**src/rtl/piso_drain_if.sv**
```systemverilog
// Handshake bundle between the PIPO row buffer, the drain stage and the array feeder.
// The master side drives vectors in and consumes words out; the slave side is the drain stage.
interface piso_drain_if #(
   parameter int DATA_WIDTH = 16,
   parameter int REG_NUM    = 20,
   parameter int IDX_W      = (REG_NUM > 1) ? $clog2(REG_NUM) : 1
);
   logic                  in_valid;
   logic                  in_ready;
   logic [DATA_WIDTH-1:0] in [REG_NUM];
   logic                  out_valid;
   logic                  out_ready;
   logic [DATA_WIDTH-1:0] out_data;
   logic [IDX_W-1:0]      out_idx;
   logic                  out_last;

   modport master (
      output in_valid,
      output in,
      output out_ready,
      input  in_ready,
      input  out_valid,
      input  out_data,
      input  out_idx,
      input  out_last
   );

   modport slave (
      input  in_valid,
      input  in,
      input  out_ready,
      output in_ready,
      output out_valid,
      output out_data,
      output out_idx,
      output out_last
   );
endinterface

```
**src/rtl/piso_drain.sv**
```systemverilog
// Parallel-in/serial-out drain: one vector per load, words out index 0 first; first word one cycle after the load.
// Backpressure: outputs hold while out_ready is low; in_ready is low only while the shadow slot is occupied.
module piso_drain #(
   parameter int DATA_WIDTH = 16,
   parameter int REG_NUM    = 20,
   parameter int IDX_W      = (REG_NUM > 1) ? $clog2(REG_NUM) : 1
) (
   input logic          clk,
   input logic          rst,
   piso_drain_if.slave  io
);
   typedef enum logic [1:0] {
      EMPTY = 2'd0,
      DRAIN = 2'd1,
      FULL  = 2'd2
   } state_t;

   state_t                state;
   state_t                state_nxt;
   logic [IDX_W-1:0]      idx;
   logic [IDX_W-1:0]      idx_nxt;
   logic [DATA_WIDTH-1:0] act_vec [REG_NUM];
   logic [DATA_WIDTH-1:0] sh_vec  [REG_NUM];
   logic [DATA_WIDTH-1:0] word;

   logic act_valid;
   logic sh_valid;
   logic rdy;
   logic load;
   logic xfer;
   logic at_last;
   logic load_act;
   logic load_sh;
   logic promote;

   assign act_valid = (state != EMPTY);
   assign sh_valid  = (state == FULL);
   assign rdy       = !sh_valid && !rst;
   assign load      = io.in_valid && rdy;
   assign xfer      = act_valid && io.out_ready;
   assign at_last   = (idx == IDX_W'(REG_NUM - 1));

   always_ff @(posedge clk) begin
      if (rst) begin
         state <= EMPTY;
         idx   <= '0;
      end else begin
         state <= state_nxt;
         idx   <= idx_nxt;
      end
   end

   // A load on the edge that drains the last word refills the active slot directly, avoiding a bubble.
   always_comb begin
      state_nxt = state;
      idx_nxt   = idx;
      load_act  = 1'b0;
      load_sh   = 1'b0;
      promote   = 1'b0;
      case (state)
         EMPTY: begin
            if (load) begin
               load_act  = 1'b1;
               idx_nxt   = '0;
               state_nxt = DRAIN;
            end
         end
         DRAIN: begin
            if (xfer && at_last) begin
               idx_nxt = '0;
               if (load) begin
                  load_act = 1'b1;
               end else begin
                  state_nxt = EMPTY;
               end
            end else begin
               if (xfer) begin
                  idx_nxt = idx + 1'b1;
               end
               if (load) begin
                  load_sh   = 1'b1;
                  state_nxt = FULL;
               end
            end
         end
         FULL: begin
            if (xfer && at_last) begin
               promote   = 1'b1;
               idx_nxt   = '0;
               state_nxt = DRAIN;
            end else if (xfer) begin
               idx_nxt = idx + 1'b1;
            end
         end
         default: begin
            state_nxt = EMPTY;
            idx_nxt   = '0;
         end
      endcase
   end

   always_ff @(posedge clk) begin
      for (int i = 0; i < REG_NUM; i++) begin
         if (load_act) begin
            act_vec[i] <= io.in[i];
         end else if (promote) begin
            act_vec[i] <= sh_vec[i];
         end
         if (load_sh) begin
            sh_vec[i] <= io.in[i];
         end
      end
   end

   always_comb begin
      word = '0;
      for (int i = 0; i < REG_NUM; i++) begin
         if (idx == IDX_W'(i)) begin
            word = act_vec[i];
         end
      end
   end

   always_comb begin
      io.in_ready  = rdy;
      io.out_valid = act_valid;
      io.out_data  = act_valid ? word : '0;
      io.out_idx   = idx;
      io.out_last  = act_valid && at_last;
   end
endmodule

```
**src/flat_wrapper.sv**
```systemverilog
// flat-port wrapper written by rule: the top's interface ports become plain ports
module piso_drain_flat 
#(
   parameter int DATA_WIDTH = 16,
   parameter int REG_NUM    = 20,
   parameter int IDX_W      = (REG_NUM > 1) ? $clog2(REG_NUM) : 1
)
  (clk, rst, io_in_valid, io_in, io_out_ready, io_in_ready, io_out_valid, io_out_data, io_out_idx, io_out_last);
  piso_drain_if #(.DATA_WIDTH(DATA_WIDTH), .REG_NUM(REG_NUM), .IDX_W(IDX_W)) io_i ();
  input logic clk;
  input logic rst;
  input wire logic [$bits(io_i.in_valid)-1:0] io_in_valid;
  input wire logic [$bits(io_i.in)-1:0] io_in;
  input wire logic [$bits(io_i.out_ready)-1:0] io_out_ready;
  output wire logic [$bits(io_i.in_ready)-1:0] io_in_ready;
  output wire logic [$bits(io_i.out_valid)-1:0] io_out_valid;
  output wire logic [$bits(io_i.out_data)-1:0] io_out_data;
  output wire logic [$bits(io_i.out_idx)-1:0] io_out_idx;
  output wire logic [$bits(io_i.out_last)-1:0] io_out_last;
  assign io_i.in_valid = io_in_valid;
  assign io_i.in = {>>{io_in}};
  assign io_i.out_ready = io_out_ready;
  assign io_in_ready = io_i.in_ready;
  assign io_out_valid = io_i.out_valid;
  assign io_out_data = io_i.out_data;
  assign io_out_idx = io_i.out_idx;
  assign io_out_last = io_i.out_last;
  piso_drain #(.DATA_WIDTH(DATA_WIDTH), .REG_NUM(REG_NUM), .IDX_W(IDX_W)) u_core (.clk(clk), .rst(rst), .io(io_i));
endmodule
```
**config.mk**
```make
export PLATFORM = sky130hd
export DESIGN_NAME = piso_drain_flat
export DESIGN_NICKNAME = d
export VERILOG_FILES = /design/src/rtl/piso_drain_if.sv /design/src/rtl/piso_drain.sv /design/src/flat_wrapper.sv
export SDC_FILE = /design/constraint.sdc
export NUM_CORES = 1
export LEC_CHECK = 0
export CAP_MARGIN = 10
export CORE_MARGIN = 2
export CORE_UTILIZATION = 50
export CTS_CLUSTER_DIAMETER = 200
export DETAILED_ROUTE_END_ITERATION = 16
export PLACE_DENSITY = 0.78
export REMOVE_ABC_BUFFERS = 1
export SLEW_MARGIN = 20
export SYNTH_ARGS = -nofsm -noshare
export SYNTH_HDL_FRONTEND = slang
export SYNTH_SLANG_ARGS = --single-unit
```
**constraint.sdc**
```tcl
create_clock -name clk -period 31.7 [get_ports clk]
set_input_delay 9.51 -clock clk [delete_from_list [all_inputs] [get_ports clk]]
set_output_delay 9.51 -clock clk [all_outputs]
set_load 0.005 [all_outputs]
```
==> impl_metrics.json, run 1 <==
{
  "cts_hold_repair.buffers": 0,
  "ys_seq_area_frac": 0.6775,
  "dieArea_sq_um": 59070,
  "slew_headroom": 0.2163,
  "fmax_mhz": 49.40,
  "io_buffers": 347,
  "synthToLayoutAreaGrowth_pct": 22.12,
  "dr.pass1.iters": 12,
  "chipWidth_um": 243.1,
  "startpoint_type": "primary input",
  "fin_setup_tns_ns": 0,
  "synth_fa_ha_area_frac": 0.003854,
  "hold_viol_final": 0,
  "synthesis.area_sq_um": 28570,
  "power.total_uw": 2014,
  "yosys.area_share.simple": 0.04940,
  "drtAntennaViolNets": 0,
  "synth_xor_area_frac": 0.001226,
  "via_per_inst": 5.996,
  "vias": 17077,
  "final_common_cell": "edfxtp_1",
  "pre_cts_slack_ns": 11.47,
  "rows": 87,
  "ys.flop_type": "edfxtp_1",
  "grt-ovfl-total": 0,
  "cts.sinks": 647,
  "synthCells": 1687,
  "hold_class": "flip-flop to flip-flop",
  "finalClockSkew_ns": 0.02812,
  "critPathKind": "primary input to output pin",
  "coreArea_sq_um": 56500,
  "setup_violations": 0,
  "die_y_um": 243.1,
  "yosysWarningCount": 0,
  "maxCapViolCount": 0,
  "endpoint_kind": "output pin",
  "cts-htree-levels": 3,
  "slew_viol_final": 0,
  "synth_top_family_by_area": "multiplexers",
  "routabilityCongestion": 0.8228,
  "cts_tree": "built",
  "numCtsBuffers": 68,
  "grt_max_degree": 180,
  "finalCritPeriodShare": 0.6385,
  "whs_ns": 0.5293,
  "multi_input_area_sq_um": 8516,
  "clkLatencyLatePin_ns": 0.62,
  "synth_compound_area_frac": 0.07431,
  "crit_path_max_fanout": 7,
  "nets": 2363,
  "path_clk_slew_ns": 0.06,
  "final_util": 0.6176,
  "antenna_found_initial": 10,
  "worst_slew_pin_slew_ns": 1.176,
  "n_fill_cell": 3983,
  "wl_per_cell_um": 27.31,
  "clock_path_buffers": 3,
  "syn_avg_cell_area_sq_um": 16.94,
  "synth_cell_types": 79,
  "fin_crit_ns": 20.24,
  "dr.first_iter.drc_count": 1977,
  "p_leak_uw": 0.01265,
  "muxShareOfSynthArea": 0.1666,
  "cp.arrival_ns": 10.73,
  "place_hpwl_um": 51700,
  "post_cts_buffers": 0,
  "status": "finished, final reports clean",
  "regArea_sq_um": 19360,
  "post-route-drc-count": 0,
  "ir_worst_vdd_mv": 0.04466,
  "rsz0062_at_grt": "false",
  "p_per_area_nw_per_um2": 57.71,
  "post_route_cells_drive_above_1_share": 0.2331,
  "synth_edf_count": 640,
  "num_io_pins": 348,
  "routed_wl_um": 77780,
  "final_cell_mix": "edfxtp_1, clkdlybuf4s50_1, mux2_4",
  "synth_seq_cells": 647,
  "cts_root_buf": "clkbuf_16",
  "setup_slack_ns": 11.46,
  "required_ns": 22.19,
  "start_util": 0.5057,
  "grt_pass1_vias": 17342,
  "grt_pass1_wl_um": 112000,
  "synthArstFlopShare": 0,
  "track_usage": 0.2584,
  "ctsResizeCount": 0
}
-- cell type report --
cell class	count	area share
Sequential cell	647	0.5549
Multi-Input combinational cell	914	0.2440
Timing Repair Buffer	379	0.1075
Clock buffer	81	0.05167
Tap cell	756	0.02711
Clock inverter	43	0.01205
Inverter	21	0.002259
Antenna cell	7	0.0005020
-- routing by layer --
metal / part of all wire / vias to the layer above / GRT usage
met2: 0.48 / 920 / 0.4121
met4: 0.040 / 2 / 0.1184
met1: 0.40 / 8595 / 0.3458
li1: - / 7405 / -
met3: 0.082 / 155 / 0.04799
met5: 0.00015 / - / 0
-- critical path, cell delays in order --
cell	delay (ns)
clkdlybuf4s50_1	0.53
nor2_1	0.17
clkdlybuf4s50_1	0.52
-- worst paths after layout --
check	from	end	slack, ns	cells after the start
setup reg to reg	u_core.state[0]	u_core.act_vec[0][6]	26.65	9
hold / removal	u_core.sh_vec[2][6]	u_core.act_vec[2][6]	0.53	1
setup / recovery	rst	io_in_ready	11.46	3
hold reg to reg	u_core.sh_vec[2][6]	u_core.act_vec[2][6]	0.53	1
-- cells in the mapped netlist, drive strengths merged, types with 4 or more instances --
cell type	n	area share
o21a	7	0.0018
buf	64	0.019
nor3	16	0.0028
o2111ai	4	0.0012
a32oi	4	0.0012
a211oi	10	0.0026
o21ai	61	0.011
nand4	6	0.0013
nor3b	5	0.0015
a221o	4	0.0014
nand3	13	0.0023
a31oi	12	0.0026
a221oi	32	0.0098
nand3b	4	0.0011
o31ai	8	0.0021
nand2b	14	0.0031
and3	6	0.0013
nor2b	8	0.0018
a22oi	9	0.0024
mux2	320	0.17
o32ai	9	0.0028
a21oi	77	0.013
nor4	5	0.0013
clkbuf	41	0.0054
inv	20	0.0026
nor2	75	0.011
o22ai	24	0.0053
nand4bb	5	0.0020
and2	4	0.00088
or2	6	0.0013
nand2	61	0.0081
edfxtp	640	0.67
o221ai	14	0.0043
or3	14	0.0031
and4bb	5	0.0022
a21o	5	0.0013
o211ai	6	0.0016
dfxtp	7	0.0049
o2bb2ai	6	0.0018
ha	8	0.0035
-- metrics by stage --
step / cells / cell area [sq um]
floorplan: 1582 / 27880
global placement: 2717 / 32650
detailed placement: 2717 / 32650
CTS: 2841 / 34880
global route: 2848 / 34890
finish: 2848 / 34890
-- kinds of logic after synthesis --
kind of cell | Yosys count
flip-flops | 647
multiplexers | 323
AO/OA/AOI/OAI | 317
AND/OR/NAND/NOR | 261
buffers and inverters | 126
adder cells (fa/ha/maj) | 9
XOR/XNOR | 4
-- state kept, by name (all words and copies together) (netlist names) --
register,cells
u_core.act_vec,320
u_core.sh_vec,320
u_core.io.out_idx,5
u_core.state,2
-- report_power, final --
part | switching [uW] | internal, uW
registers | 11.4 | 986
logic | 116 | 97.3
clock network | 337 | 466
Power figures use the tool's default switching activity.
==> inputs of run 2 (changes only) <==
==> constraint.sdc (replaced) <==
create_clock -name clk -period 17.9 [get_ports clk]
set_input_delay 5.37 -clock clk [delete_from_list [all_inputs] [get_ports clk]]
set_output_delay 5.37 -clock clk [all_outputs]
set_load 0.005 [all_outputs]
==> impl_metrics.json, run 2 (synthesis results as in run 1) <==
{
  "status": "finished, final reports clean",
  "grt-ovfl-total": 0,
  "chipWidth_um": 243.1,
  "dpl_cell_area_sq_um": 32630,
  "required_ns": 12.53,
  "grt_use_met3": 0.04633,
  "holdPathStages": 1,
  "fin_crit_ns": 11.91,
  "io_buffers": 347,
  "r2r-end": "u_core.act_vec[2][25]",
  "cts-htree-levels": 3,
  "cts.sinks": 647,
  "grt_pass1_vias": 17338,
  "place_hpwl_um": 51980,
  "dieArea_sq_um": 59070,
  "cts_tree": "built",
  "hold_viol_final": 0,
  "p_per_area_nw_per_um2": 101.1,
  "coreArea_sq_um": 56500,
  "antenna_found_initial": 12,
  "slew_headroom": 0.2502,
  "rsz0062_at_grt": "false",
  "clkLatencyLatePin_ns": 0.61,
  "top_usage_layer": "met2",
  "reg2reg_slack_ns": 12.89,
  "clock_path_buffers": 3,
  "post_cts_buffers": 0,
  "start_util": 0.5057,
  "dr.first_iter.drc_count": 1749,
  "vias": 17161,
  "grt_max_degree": 99,
  "grt_pass1_wl_um": 112500,
  "final_common_cell": "edfxtp_1",
  "setup_violations": 0,
  "nets": 2366,
  "synthToLayoutAreaGrowth_pct": 21.92,
  "ir_worst_vdd_mv": 0.07233,
  "cp.arrival_ns": 6.54,
  "power.total_uw": 3524,
  "crit_path_max_fanout": 7,
  "n_fill_cell": 4000,
  "num_io_pins": 348,
  "via_per_inst": 6.030,
  "use_met1": 0.3464,
  "fmax_mhz": 83.99,
  "routed_wl_um": 77790,
  "wl_per_cell_um": 27.33,
  "rr_startpoint": "u_core.io.out_idx[3]",
  "cts_hold_repair.buffers": 0,
  "path_clk_slew_ns": 0.06,
  "numCtsBuffers": 67,
  "post-route-drc-count": 0,
  "post_route_cells_drive_above_1_share": 0.2304,
  "grtUsageMet2": 0.4182,
  "ctsResizeCount": 0,
  "endpoint_kind": "output pin",
  "routabilityCongestion": 0.8422,
  "startpoint_type": "primary input",
  "final_cell_mix": "edfxtp_1, clkdlybuf4s50_1, mux2_4",
  "critPathKind": "primary input to output pin",
  "cts_root_buf": "clkbuf_16",
  "cp-startpoint": "rst",
  "maxCapViolCount": 0,
  "worst_slew_pin_slew_ns": 1.125,
  "slew_viol_final": 0,
  "finalInstanceArea_sq_um": 34840,
  "p_leak_uw": 0.01262,
  "dr.pass1.iters": 6,
  "rows": 87,
  "reg2regPathDepth": 9,
  "crit_path_end": "io_in_ready",
  "hold_class": "flip-flop to flip-flop",
  "finalCritPeriodShare": 0.6652,
  "die_y_um": 243.1,
  "drtAntennaViolNets": 0,
  "track_usage": 0.2580,
  "finalClockSkew_ns": 0.01599
}
## run 2: cell type report
| cell class | count | area, sq um | area share |
|---|---|---|---|
| Timing Repair Buffer | 383 | 3791 | 0.1088 |
| Clock buffer | 84 | 1783 | 0.05118 |
| Antenna cell | 11 | 27.53 | 0.0007902 |
| Clock inverter | 30 | 332.8 | 0.009554 |
| Multi-Input combinational cell | 914 | 8516 | 0.2445 |
| Sequential cell | 647 | 19360 | 0.5558 |
| Tap cell | 756 | 945.9 | 0.02715 |
| Inverter | 21 | 78.83 | 0.002263 |
## run 2: power by group
| part | internal (uW) | switching (uW) | total, uW |
|---|---|---|---|
| registers | 1750 | 20.3 | 1770 |
| clock network | 806 | 576 | 1380 |
| logic | 172 | 204 | 376 |
| total | 2720 | 800 | 3520 |
## run 2: worst min path at each step
stage / slack (ns) / start / end
3_5_place_dp: 0.53 / u_core.sh_vec[1][42] / u_core.act_vec[1][42]
4_1_cts: 0.54 / u_core.sh_vec[4][30] / u_core.act_vec[4][30]
3_3_place_gp: 0.52 / u_core.state[0] / u_core.state[0]
2_1_floorplan: 0.49 / u_core.state[0] / u_core.state[0]
5_1_grt: 0.55 / u_core.sh_vec[1][42] / u_core.act_vec[1][42]
6_report: 0.54 / u_core.sh_vec[1][2] / u_core.act_vec[1][2]
## run 2: worst max-delay path: stages
cell and delay [ns]:
clkdlybuf4s50_1 0.53, nor2_1 0.13, clkdlybuf4s50_1 0.50
## run 2: layer usage
metal / up-vias / wire length (um)
met5: - / 47
met4: 2 / 2572
met3: 127 / 6105
met2: 921 / 37790
met1: 8699 / 31270
li1: 7412 / -
## run 2: per-stage QoR
step / util / TNS, ns / setup WS [ns] / hold WS [ns] / std cells
floorplan: - / -3784.42 / -11.83 / 0.4937 / 1582
global placement: 0.5776 / 0 / 6.002 / 0.5186 / 2719
detailed placement: 0.5776 / 0 / 6.005 / 0.5340 / 2719
CTS: 0.6150 / 0 / 6.005 / 0.5405 / 2833
global route: 0.6166 / 0 / 5.957 / 0.5458 / 2845
finish: 0.6166 / 0 / 5.994 / 0.5404 / 2846
